==> src/rtl/alu_divider.sv <==
// Iterative restoring divider for the EX stage: one quotient bit per clock,
// signed (div) or unsigned (divu), results held for write-back into HI/LO.
module alu_divider #(
    parameter int WORD_LENGTH = 32
) (
    input  logic                   clk,
    input  logic                   reset,
    input  logic                   start,
    input  logic                   signed_op,
    input  logic [WORD_LENGTH-1:0] dividend,
    input  logic [WORD_LENGTH-1:0] divisor,
    output logic                   busy,
    output logic                   done,
    output logic [WORD_LENGTH-1:0] quotient,
    output logic [WORD_LENGTH-1:0] remainder,
    output logic                   div_by_zero
);

    localparam int CW = $clog2(WORD_LENGTH + 1);

    typedef enum logic [1:0] {
        IDLE,
        RUN,
        FIX,
        DONE
    } state_t;

    state_t                 state;
    state_t                 next_state;
    logic [CW-1:0]          count;
    logic [WORD_LENGTH-1:0] rem;
    logic [WORD_LENGTH-1:0] quo;
    logic [WORD_LENGTH-1:0] dvs;
    logic                   q_neg;
    logic                   r_neg;
    logic                   dz;

    logic                   dvd_neg;
    logic                   dvs_neg;
    logic [WORD_LENGTH-1:0] dvd_mag;
    logic [WORD_LENGTH-1:0] dvs_mag;
    logic [WORD_LENGTH:0]   rem_shift;
    logic                   trial_ok;

    // The magnitude of the most-negative value is 2^(W-1), which still fits
    // in W unsigned bits, so plain two's-complement negation is enough.
    always_comb begin
        dvd_neg   = signed_op & dividend[WORD_LENGTH-1];
        dvs_neg   = signed_op & divisor[WORD_LENGTH-1];
        dvd_mag   = dvd_neg ? (~dividend + 1'b1) : dividend;
        dvs_mag   = dvs_neg ? (~divisor + 1'b1) : divisor;
        rem_shift = {rem, quo[WORD_LENGTH-1]};
        trial_ok  = rem_shift >= {1'b0, dvs};
    end

    always_comb begin
        next_state = state;
        busy       = 1'b0;
        done       = 1'b0;
        case (state)
            IDLE: if (start) next_state = RUN;
            RUN: begin
                busy = 1'b1;
                if (count == '0) next_state = FIX;
            end
            FIX: begin
                busy       = 1'b1;
                next_state = DONE;
            end
            DONE: begin
                done       = 1'b1;
                next_state = IDLE;
            end
            default: next_state = IDLE;
        endcase
    end

    always_ff @(posedge clk) begin
        if (!reset) begin
            state       <= IDLE;
            count       <= '0;
            rem         <= '0;
            quo         <= '0;
            dvs         <= '0;
            q_neg       <= 1'b0;
            r_neg       <= 1'b0;
            dz          <= 1'b0;
            quotient    <= '0;
            remainder   <= '0;
            div_by_zero <= 1'b0;
        end else begin
            state <= next_state;
            case (state)
                IDLE: begin
                    if (start) begin
                        rem   <= '0;
                        quo   <= dvd_mag;
                        dvs   <= dvs_mag;
                        q_neg <= dvd_neg ^ dvs_neg;
                        r_neg <= dvd_neg;
                        dz    <= (divisor == '0);
                        count <= CW'(WORD_LENGTH);
                    end
                end
                RUN: begin
                    if (count != '0) begin
                        // The true difference is below 2^W, so W-bit wrap is exact.
                        rem   <= trial_ok ? (rem_shift[WORD_LENGTH-1:0] - dvs)
                                          : rem_shift[WORD_LENGTH-1:0];
                        quo   <= {quo[WORD_LENGTH-2:0], trial_ok};
                        count <= count - 1'b1;
                    end
                end
                FIX: begin
                    // A zero divisor leaves |dividend| in rem, so only the quotient is forced.
                    if (dz)
                        quotient <= '1;
                    else
                        quotient <= q_neg ? (~quo + 1'b1) : quo;
                    remainder   <= r_neg ? (~rem + 1'b1) : rem;
                    div_by_zero <= dz;
                end
                default: ;
            endcase
        end
    end

endmodule
==> config.mk <==
export PLATFORM = sky130hd
export DESIGN_NAME = alu_divider
export DESIGN_NICKNAME = d
export VERILOG_FILES = /design/src/rtl/alu_divider.sv
export SDC_FILE = /design/constraint.sdc
export NUM_CORES = 1
export LEC_CHECK = 0
export CAP_MARGIN = 20
export CORE_MARGIN = 2
export CORE_UTILIZATION = 55
export DETAILED_ROUTE_END_ITERATION = 10
export PLACE_DENSITY = 0.86
export SKIP_CTS_REPAIR_TIMING = 1
export SYNTH_ARGS = -nofsm -noshare
export SYNTH_HDL_FRONTEND = slang
export SYNTH_SLANG_ARGS = --single-unit
==> constraint.sdc <==
create_clock -name clk -period 5.95 [get_ports clk]
set_input_delay 0.595 -clock clk [delete_from_list [all_inputs] [get_ports clk]]
set_output_delay 0.595 -clock clk [all_outputs]
set_load 0.1 [all_outputs]
Word level (Yosys, flattened, before mapping)
Index checks and enable logic that the tools add are counted.
{"block": "op_classes", "n_addsub": 6, "n_lt_le_gt_ge": 1, "n_eq_ne": 6, "muxes": 20, "bitwise_logic": 7, "n_reduce_logical": 9}
{"op": "2-to-1 mux 32 bit", "n": 10}
{"op": "adder 32 x 1 -> 32 bit, second input constant", "n": 4}
{"op": "inverter 32 bit", "n": 4}
{"op": "case mux 32 bit (2 select lines)", "n": 2}
{"op": ">= comparator 33 x 32 -> 1 bit", "n": 1}
{"op": "logical NOT 32 bit", "n": 1}
{"op": "subtractor 32 bit", "n": 1}
{"op": "2-to-1 mux 6 bit", "n": 2}
{"op": "case mux 6 bit (2 select lines)", "n": 1}
{"op": "case mux 2 bit (4 select lines)", "n": 1}
{"op": "logical NOT 6 bit", "n": 1}
{"op": "inequality test 2 bit, second input constant", "n": 3}
{"op": "nonzero test 6 bit", "n": 1}
{"op": "subtractor 6 x 1 -> 6 bit, second input constant", "n": 1}
{"op": "equality test 2 bit, second input constant", "n": 2}
{"op": "2-to-1 mux 2 bit", "n": 2}
{"op": "AND reduction 2 bit", "n": 2}
{"op": "AND reduction 3 bit", "n": 1}
{"op": "bitwise AND 1 bit", "n": 2}
{"op": "equality test 2 x 1 -> 1 bit, second input constant", "n": 1}
{"op": "logical NOT 2 bit", "n": 1}
{"op": "2-to-1 mux 1 bit", "n": 2}
{"op": "nonzero test 2 bit", "n": 1}
{"op": "OR reduction 2 bit", "n": 1}
{"op": "XOR 1 bit", "n": 1}
{"block": "totals", "register_bits": 172, "inputBits": 68, "output_inout_bits": 67, "word_cells": 60}

Depth between registers and ports, before layout
Gate-level depths: netlist of run 1.
{"block": "logic_depth", "word_depth": 5, "mapped_depth": 13}

Least setup slack after synthesis of run 1
No wires, ideal clock.
{"block": "synth_path", "kind": "reg2reg", "start": "reg rem[0]", "end": "reg rem[14]", "setup_ns": 0.128, "arrival_ns": 2.995, "t_required_ns": 5.822, "setup_slack_ns": 2.827, "stages_incl_launch_ff": 12, "path_buffers": 2, "cell_sequence": "dfxtp_1 ha_1 nor2b_1 o31a_1 o31ai_1 a21oi_1 o211a_1 a21boi_0 clkbuf_1 clkbuf_1 mux2i_1 o21ai_0"}
{"block": "synth_between", "elab_chain_len": 4, "word_cells_on_any_way": 5, "cone_classes": "add/sub (1); order compare (1); mux (3)"}
{"element": "from (decl)", "line": "31", "source": "logic [WORD_LENGTH-1:0] rem;"}
{"element": "from (signal assigned)", "line": "108", "source": "rem <= trial_ok ? (rem_shift[WORD_LENGTH-1:0] - dvs)"}
{"element": "subtractor 32 bit / >= comparator 33 x 32 -> 1 bit (equally long branches)", "line": "108, 53"}
{"element": "2-to-1 mux 32 bit (*)", "line": "108"}
{"element": "2-to-1 mux 32 bit (*)", "line": "106", "source": "if (count != '0) begin"}
{"element": "case mux 32 bit (2 select lines) (*)", "line": "93", "source": "case (state)"}
Every way passes the cells marked *; elsewhere a longest branch is shown, timed or not. The select of a mux whose other input is x is not followed.
A chain may end at the register's enable or synchronous reset.

Worst setup path after layout of run 1
{"block": "layout_path", "start": "reg rem[0]", "end": "reg rem[16]"}
Same word-level chain as after synthesis.

==> results of run 1 <==
## power breakdown
part,switching (mW),internal [mW]
sequential,0.276,1.47
combinational,2.51,1.10
clock,0.499,0.694
## kinds of logic after synthesis
logic type / after synthesis / share of synthesized area (%)
xor+xnor: 146 / 11.49
buf+inv: 149 / 5.039
simple gates: 402 / 17.93
mux: 22 / 1.980
fa+ha+maj: 44 / 5.016
compound gates: 431 / 27.59
flops: 172 / 30.95
## per-layer routing
| layer | share of wire [%] | vias up | routed length, µm | global-route usage [%] |
|---|---|---|---|---|
| met4 | 1.2 | 0 | 345 | 5.971 |
| met3 | 10 | 32 | 2972 | 5.031 |
| met2 | 43 | 475 | 12790 | 41.18 |
| met1 | 46 | 4893 | 13640 | 40.80 |
| met5 | 0 | - | 0 | 0 |
| li1 | - | 5123 | - | - |
## critical path, delay by kind of cell, from the launching register on
| kind | cells | cell delay (ns) |
|---|---|---|
| AND/OR/NAND/NOR | 2 | 0.63 |
| AO/OA/AOI/OAI | 6 | 2.14 |
| flip-flops | 1 | 0.51 |
| adder cells (fa/ha/maj) | 1 | 0.30 |
## cell usage after synthesis (7+ instances only)
cell type / count / area share (%)
sky130_fd_sc_hd__o221a_2: 17 / 1.7
sky130_fd_sc_hd__and2_1: 13 / 0.73
sky130_fd_sc_hd__a21o_1: 23 / 1.6
sky130_fd_sc_hd__buf_1: 7 / 0.24
sky130_fd_sc_hd__nor2b_1: 19 / 1.1
sky130_fd_sc_hd__nor4_1: 17 / 0.96
sky130_fd_sc_hd__nand3b_1: 8 / 0.54
sky130_fd_sc_hd__xnor2_1: 82 / 6.5
sky130_fd_sc_hd__o41ai_1: 18 / 1.4
sky130_fd_sc_hd__mux2i_1: 22 / 2.0
sky130_fd_sc_hd__clkbuf_1: 77 / 2.6
sky130_fd_sc_hd__or4_1: 16 / 1.1
sky130_fd_sc_hd__dfxtp_1: 172 / 31
sky130_fd_sc_hd__nand2_1: 149 / 5.0
sky130_fd_sc_hd__a21boi_0: 14 / 0.94
sky130_fd_sc_hd__inv_1: 64 / 2.2
sky130_fd_sc_hd__ha_1: 43 / 4.8
sky130_fd_sc_hd__o221ai_1: 9 / 0.71
sky130_fd_sc_hd__nor2_1: 76 / 2.6
sky130_fd_sc_hd__o211ai_1: 7 / 0.47
sky130_fd_sc_hd__nor3_1: 12 / 0.54
sky130_fd_sc_hd__o211a_1: 59 / 5.3
sky130_fd_sc_hd__a21oi_1: 80 / 3.6
sky130_fd_sc_hd__a31oi_1: 8 / 0.45
sky130_fd_sc_hd__or3_1: 14 / 0.79
sky130_fd_sc_hd__o31ai_1: 26 / 1.8
sky130_fd_sc_hd__nand4_1: 9 / 0.51
sky130_fd_sc_hd__a221oi_1: 7 / 0.55
sky130_fd_sc_hd__nand3_1: 29 / 1.3
sky130_fd_sc_hd__o21ai_0: 105 / 4.7
sky130_fd_sc_hd__xor2_1: 64 / 5.0
sky130_fd_sc_hd__nand2b_1: 15 / 0.84
## sequential cells by signal (all words and copies together) (netlist names)
| signal | flops |
|---|---|
| dvs | 32 |
| quo | 32 |
| quotient | 32 |
| rem | 32 |
| remainder | 32 |
| count | 6 |
| state | 2 |
| div_by_zero | 1 |
| dz | 1 |
| q_neg | 1 |
| r_neg | 1 |
## cell usage in the layout, fill, tap and decap left out, drive strengths merged, types with 14 or more instances in the layout
cell,instances
o21ai,107
xnor2,82
clkdlybuf4s50,133
nor4,17
ha,43
or4,18
nand2,149
inv,68
o211a,59
nor2,76
xor2,64
mux2i,22
a21boi,14
a21oi,80
or3,18
clkbuf,19
nand3,29
o221a,17
dfxtp,172
o41ai,19
nor2b,19
o31ai,27
a21o,23
nand2b,15
## path summary, 6_finish.rpt
path / start / endpoint / slack, ns / depth (start not counted)
worst max-delay path: rem[0]$_SDFFE_PN0P_ / rem[16]$_SDFFE_PN0P_ / 2.21 / 9
worst min-delay path: remainder[27]$_SDFFE_PN0P_ / remainder[27]$_SDFFE_PN0P_ / 0.47 / 2
worst min register to register: remainder[27]$_SDFFE_PN0P_ / remainder[27]$_SDFFE_PN0P_ / 0.47 / 2
worst max register to register: rem[0]$_SDFFE_PN0P_ / rem[16]$_SDFFE_PN0P_ / 2.21 / 9
## layout make-up
class                      count  area share [%]
tap                          270           2.561
timing repair buffer         142           10.61
clock inverter                12           1.356
sequential                   172           26.10
multi-input combinational   1045           54.12
inverter                      64           1.821
clock buffer                  19           3.434
## metrics by stage
step / hold WS (ns) / utilization (%) / std cells / power, mW
after floorplan: 0.4410 / - / 1366 / 4.496
after global placement: 0.4438 / 62.63 / 1692 / 5.260
after detailed placement: 0.4492 / 62.67 / 1693 / 5.328
after CTS: 0.4650 / 65.82 / 1724 / 6.521
after global routing: 0.4986 / 65.82 / 1724 / 6.898
final: 0.4697 / 65.82 / 1724 / 6.548
==> results by stage, run 1 <==
Status:
- The flow ran to the end, and the final reports show no timing, DRC or antenna violations.

CTS:
- The clock passes through at most 2 buffers.
- The CTS buffer count is 17.
- The root buffer cell chosen for the clock tree is sky130_fd_sc_hd__clkbuf_16.
- The H-tree depth is 4.
- The insertion delay to the later sink of the worst-skew pair is 0.44 ns.
- The clock tree from TritonCTS is done.
- The clock transition at the register clock pins on the worst setup and hold paths after CTS is 0.07 ns.
- The CTS sink count is 172.

Cells and area:
- The fraction of final layout cells with drive strength greater than 1 is 5.089%.
- The area growth from synthesis to layout is 18.57%.
- The number of nets in the layout is 1554.
- The diode insertion count for antenna repair is 0.
- Summing all non-filler instances in the final layout gives an area of 0.01319 mm².
- The area taken by flip-flops and latches is 0.003443 mm².
- The fill cell total of the finished layout is 1723.
- Summing all multi-input logic gate instances after layout gives 0.007138 mm².

Worst setup path:
- The maximum fanout encountered on the critical timing path is 19.
- The worst setup path is of the flop to flop kind.
- STA classifies the critical path startpoint as a flop.
- The capturing element type of the critical path is a flop.
- The slowest cell on the critical path is sky130_fd_sc_hd__a21boi_2.
- The signal on the critical path passes through ha_1 > nor2b_1 > o31a_1 > o31ai_1 > a21oi_1 > o211a_1 > a21boi_2 > nand2b_1 > o221ai_1.
- On the worst path, the slowest cell contributes a delay of 0.81 ns.
- STA puts the critical path data required time at 6.24 ns.
- The arrival time reported for the critical path endpoint is 4.03 ns.

Die:
- The placeable core region is 0.02004 mm².
- The effective utilization at floorplan is 55.51%.
- The count of standard-cell rows is 52.
- The I/O pin count is 135.
- The die covers 0.02138 mm².
- The die is 146.2 µm wide.
- The die height is 146.2 µm.

STA:
- The share of the clock period used by the worst path is 62.87%.
- The setup TNS is 0 ns.
- The transition time at the pin with the least slew margin is 1.140 ns.
- Clock skew on the completed layout was measured at 0.008686 ns.
- Based on the critical path, the design can be clocked at up to 267.3 MHz.
- The number of failing hold endpoints at the final stage is 0.
- Setup slack closes at 2.209 ns.
- Setup repair after global routing left no endpoint under its margin.
- The minimum clock period is 3.741 ns.
- Setup violations remaining at the end of the flow were counted as 0.
- The headroom to the max-slew limit is 23.99%.
- The number of pins exceeding their max-slew limit in the final report was 0.

Synth:
- Averaged over all synthesized cells, the footprint is 8.144 µm².
- The number of warnings reported in the yosys synthesis log is 0.
- The synthesized design contains 0 enable-type register cells.
- The net count after synthesis is 1478.
- The sequential-to-total area share from yosys stat is 30.95%.
- Counting flops with an async set or reset pin after synthesis yields a share of 0%.
- Counting flops and latches in the post-synthesis netlist gives 172.
- The instance count of the mapped netlist is 1366.
- The most used flip-flop cell after synthesis is sky130_fd_sc_hd__dfxtp_1.
- The synthesized netlist contains 70 unique library cells.
- The cell area that synthesis handed to floorplanning was 0.01112 mm².

Hold path:
- The class of the tightest hold or removal check is flop to flop.

Placed design:
- The instance area at placement is 0.01256 mm².
- The placement-stage worst setup slack is 2.183 ns.
- The placer congestion estimate is 0.9841.
- The post-detailed-placement half-perimeter wirelength is 21.80 mm.
- The number of buffer cells added on primary ports is 134.

Job:
- Max-cap violations in this run came to 0.

Power:
- Power spread over the standard cell area amounts to 496.4 mW/mm².
- VDD sags by at most 0.3031 mV.
- The cell leakage power is 5.630 nW.

Detailed routing:
- The iteration-0 DRC count of the detailed router is 992.
- The total wire length is 29.74 mm.
- The count of unresolved DRC violations after routing is 0.
- Detailed routing inserted a total of 10523 vias.
- The number of nets with antenna violations after routing is 0.
- After detailed routing, the average wire length per cell comes to 17.25 µm.
- Using the TritonRoute via totals, the vias-per-cell ratio works out to 6.104.
- For this run, the detailed router's first-pass iteration total came to 6.

Global routing:
- The global-route wire length before repair is 48.54 mm.
- The number of antenna violations at the first check in global routing was 0.
- The final global-route overflow total is 0.
- The maximum number of pins on one net before global-route repair is 109.
- The via count of the first global-routing pass is 9530.
- In the global route stage, overall resource usage came out at 27.35%.
Power figures use the tool's default switching activity.
==> run 2, diff against run 1 <==
Clock period 5.95 ns to 3.46 ns, I/O delays scaled along.
==> run 2 against run 1 <==
  * Hold slack worse by 0.015 ns
  * Critical path type unchanged
  * Critical path depth up 1
  * Largest cell class unchanged
  * Wire length down 0.40%
  * Non-clock buffer count up 19
  * Sequential power up 71%
==> results by stage, run 2 (synthesis gave the netlist of run 1 again) <==
Global routing:
- After global routing the overflow that remains totals 0.
- The layer carrying the most global-route usage is met1.
- The total global-route track usage is 27.19%.
- Global routing consumed, on the met1 layer, 40.63% of the routing resources.
- The first global-routing pass estimated 48.18 mm of wire.
- Entering global routing, the biggest net connects 90 pins.
- Global routing consumed, on the met3 layer, 6.125% of the routing resources.
- The number of antenna violations at the first check in global routing is 0.
- The via count of the first global-routing pass is 9478.
- The fraction of met2 tracks used by global routing is 39.86%.

STA:
- The number of failing hold endpoints at the final stage is 0.
- Headroom to the max-slew limit came out at 25.88%.
- Static timing analysis puts the maximum clock frequency at 319.4 MHz.
- The number of setup violations in the final report is 0.
- The share of the clock period used by the worst path is 90.49%.
- Clock skew on the completed layout was measured at 0.01169 ns.
- Adding up every negative setup slack in the final design gives 0 ns.
- For the finished layout, the period the worst path requires is 3.131 ns.
- The number of pins exceeding their max-slew limit in the final report came to 0.
- The transition time at the pin with the least slew margin is 1.110 ns.
- Setup repair after global routing left no endpoint under its margin.

Hold path:
- The tightest min-delay check is of the flop to flop type.
- Counting instances, the worst hold path has a depth of 2.

Power:
- In this run the static leakage power is 5.715 nW.
- The design draws 11.14 mW.
- For this design the ratio of total power to cell area is 836.4 mW/mm².
- The relative contribution of sequential cells to total power is 26.9%.
- The internal portion of total power is 5.425 mW.
- The net switching power is 5.715 mW.
- Combinational cells account for 56.2% of the total power.
- Of the total power, the share spent switching nets is 51.30%.
- The share of total power dissipated in the clock network is 16.9%.
- The largest voltage drop on the vdd net is 0.4804 mV.

Die:
- The total die area is 0.02138 mm².
- The I/O pin count is 135.
- The die is 146.2 µm wide.
- The initial utilization of the core area, before any placement, comes to 55.51%.
- The placeable core region is 0.02004 mm².
- The floorplan step set the die height to 146.2 µm.
- The count of standard-cell rows is 52.

Worst setup path:
- Data on the critical path is required at its endpoint by 3.80 ns.
- The maximum fanout encountered on the critical timing path is 8.
- The origin of the worst setup path is dvs[1]$_SDFFE_PN0P_.
- The timing endpoint of the critical path is rem[16]$_SDFFE_PN0P_.
- The classification of the worst setup path is flop to flop.
- The largest stage delay on the critical path is 0.45 ns.
- The launch point of the worst reg-to-reg path is dvs[1]$_SDFFE_PN0P_.
- The destination of the worst register-to-register timing path is rem[16]$_SDFFE_PN0P_.
- Among all stages on the critical path, the largest delay is contributed by sky130_fd_sc_hd__a21boi_2.
- The critical path goes through inv_1 > ha_1 > nor2b_1 > o31a_1 > o31ai_2 > a21oi_1 > o211a_1 > a21boi_2 > nand2_1 > o221ai_1.
- Counting cells, the worst reg-to-reg path comes to 10.
- For the worst setup path, the data arrival time is 3.48 ns.
- The critical path startpoint category is a flop.
- The capturing element type of the critical path is a flop.
- The internal reg-to-reg setup slack is 0.33 ns.

Cells and area:
- The area added between synthesis and finish is 19.73%.
- The number of nets in the layout is 1573.
- After filler insertion, the fill cell instance count of the layout stands at 1698.
- Cells with a size suffix above 1 make up 6.513% of the layout.
- Leaving out fill and tap cells, the most frequent cell in the layout is sky130_fd_sc_hd__dfxtp_1.
- The number of antenna diodes in the final layout is 0.
- In the layout the commonest cells are 172 x sky130_fd_sc_hd__dfxtp_1, 149 x sky130_fd_sc_hd__nand2_1, 132 x sky130_fd_sc_hd__clkdlybuf4s50_1.

CTS:
- TritonCTS created 17 clock buffers.
- For the worst-skew pair, the clock arrives at the later sink with an insertion delay of 0.44 ns.
- The maximum clock insertion buffer count is 2.
- The H-tree depth is 4.
- The cell sitting at the root of the clock tree is a sky130_fd_sc_hd__clkbuf_16.
- The CTS sink count is 172.
- The clock transition at the register clock pins on the worst setup and hold paths after CTS is 0.07 ns.
- TritonCTS built the clock tree.

Detailed routing:
- Wires add up to 29.63 mm.
- The via count normalized by instance count is 6.037.
- The detail route stage leaves a number of antenna-violating nets equal to 0.
- In the final routed layout, each cell accounts on average for 16.99 µm.
- In this run, the number of DRC markers left after iteration 0 of detailed routing was 1007.
- The first detailed-routing pass ran for 6 iterations.
- After detailed routing, the number of remaining DRC violations is 0.
- The detailed router placed 10529 vias in this run.

Placed design:
- Port buffering added 134 buffers.
- Routability-driven placement finished with a final weighted congestion of 0.9448.
- The post-detailed-placement half-perimeter wirelength is 22.16 mm.

Job:
- The max-capacitance violation count is 0.

Status:
- The run finished with clean final reports.
==> run 2: power by group through the flow <==
stage	registers [mW]	logic, mW	clock network, mW
floorplan	4.82	2.92	0
global placement	3.00	6.08	0
detailed placement	3.03	6.18	0
CTS	2.99	6.20	1.89
global route	3.06	6.69	1.97
finish	3.00	6.26	1.88
==> run 2: worst min path at each step <==
| stage | end | start | slack (ns) |
|---|---|---|---|
| after floorplan | dvs[31]$_SDFFE_PN0P_ | dvs[31]$_SDFFE_PN0P_ | 0.44 |
| after global placement | remainder[31]$_SDFFE_PN0P_ | remainder[31]$_SDFFE_PN0P_ | 0.44 |
| after detailed placement | remainder[31]$_SDFFE_PN0P_ | remainder[31]$_SDFFE_PN0P_ | 0.45 |
| after CTS | remainder[31]$_SDFFE_PN0P_ | remainder[31]$_SDFFE_PN0P_ | 0.46 |
| after global routing | remainder[31]$_SDFFE_PN0P_ | remainder[31]$_SDFFE_PN0P_ | 0.48 |
| final | remainder[31]$_SDFFE_PN0P_ | remainder[31]$_SDFFE_PN0P_ | 0.45 |
==> run 2: layout make-up <==
class                      count  area, µm²  share of cell area (%)
clock buffer                  17      425.4                   3.194
inverter                      64      240.2                   1.804
multi-input combinational   1045       7143                   53.63
tap                          270      337.8                   2.536
sequential                   172       3443                   25.85
clock inverter                15      157.7                   1.184
timing repair buffer         161       1572                   11.80
==> run 2: through the flow <==
| stage | std cells | area (µm²) | setup WS [ns] | hold slack [ns] | utilization (%) |
|---|---|---|---|---|---|
| finish | 1744 | 13320 | 0.3292 | 0.4550 | 66.46 |
| global route | 1744 | 13320 | 0.1339 | 0.4848 | 66.46 |
| CTS | 1743 | 13290 | 0.2112 | 0.4600 | 66.30 |
| detailed placement | 1711 | 12700 | 0.2285 | 0.4502 | 63.39 |
| global placement | 1711 | 12700 | 0.2843 | 0.4419 | 63.39 |
| floorplan | 1366 | 11120 | 0.3373 | 0.4410 | - |
==> run 2: metal layers <==
metal / vias up / part of all wire (%)
met3: 23 / 8.6
met2: 407 / 43
met4: 0 / 0.92
met5: - / 0
li1: 5164 / -
met1: 4935 / 48
==> run 2: worst max-delay path: cells and delay by family (launching register included) <==
kind            cells  cell delay (ns)
compound gates      6             1.83
fa+ha+maj           1             0.30
simple gates        2             0.47
flops               1             0.34
buf+inv             1             0.10
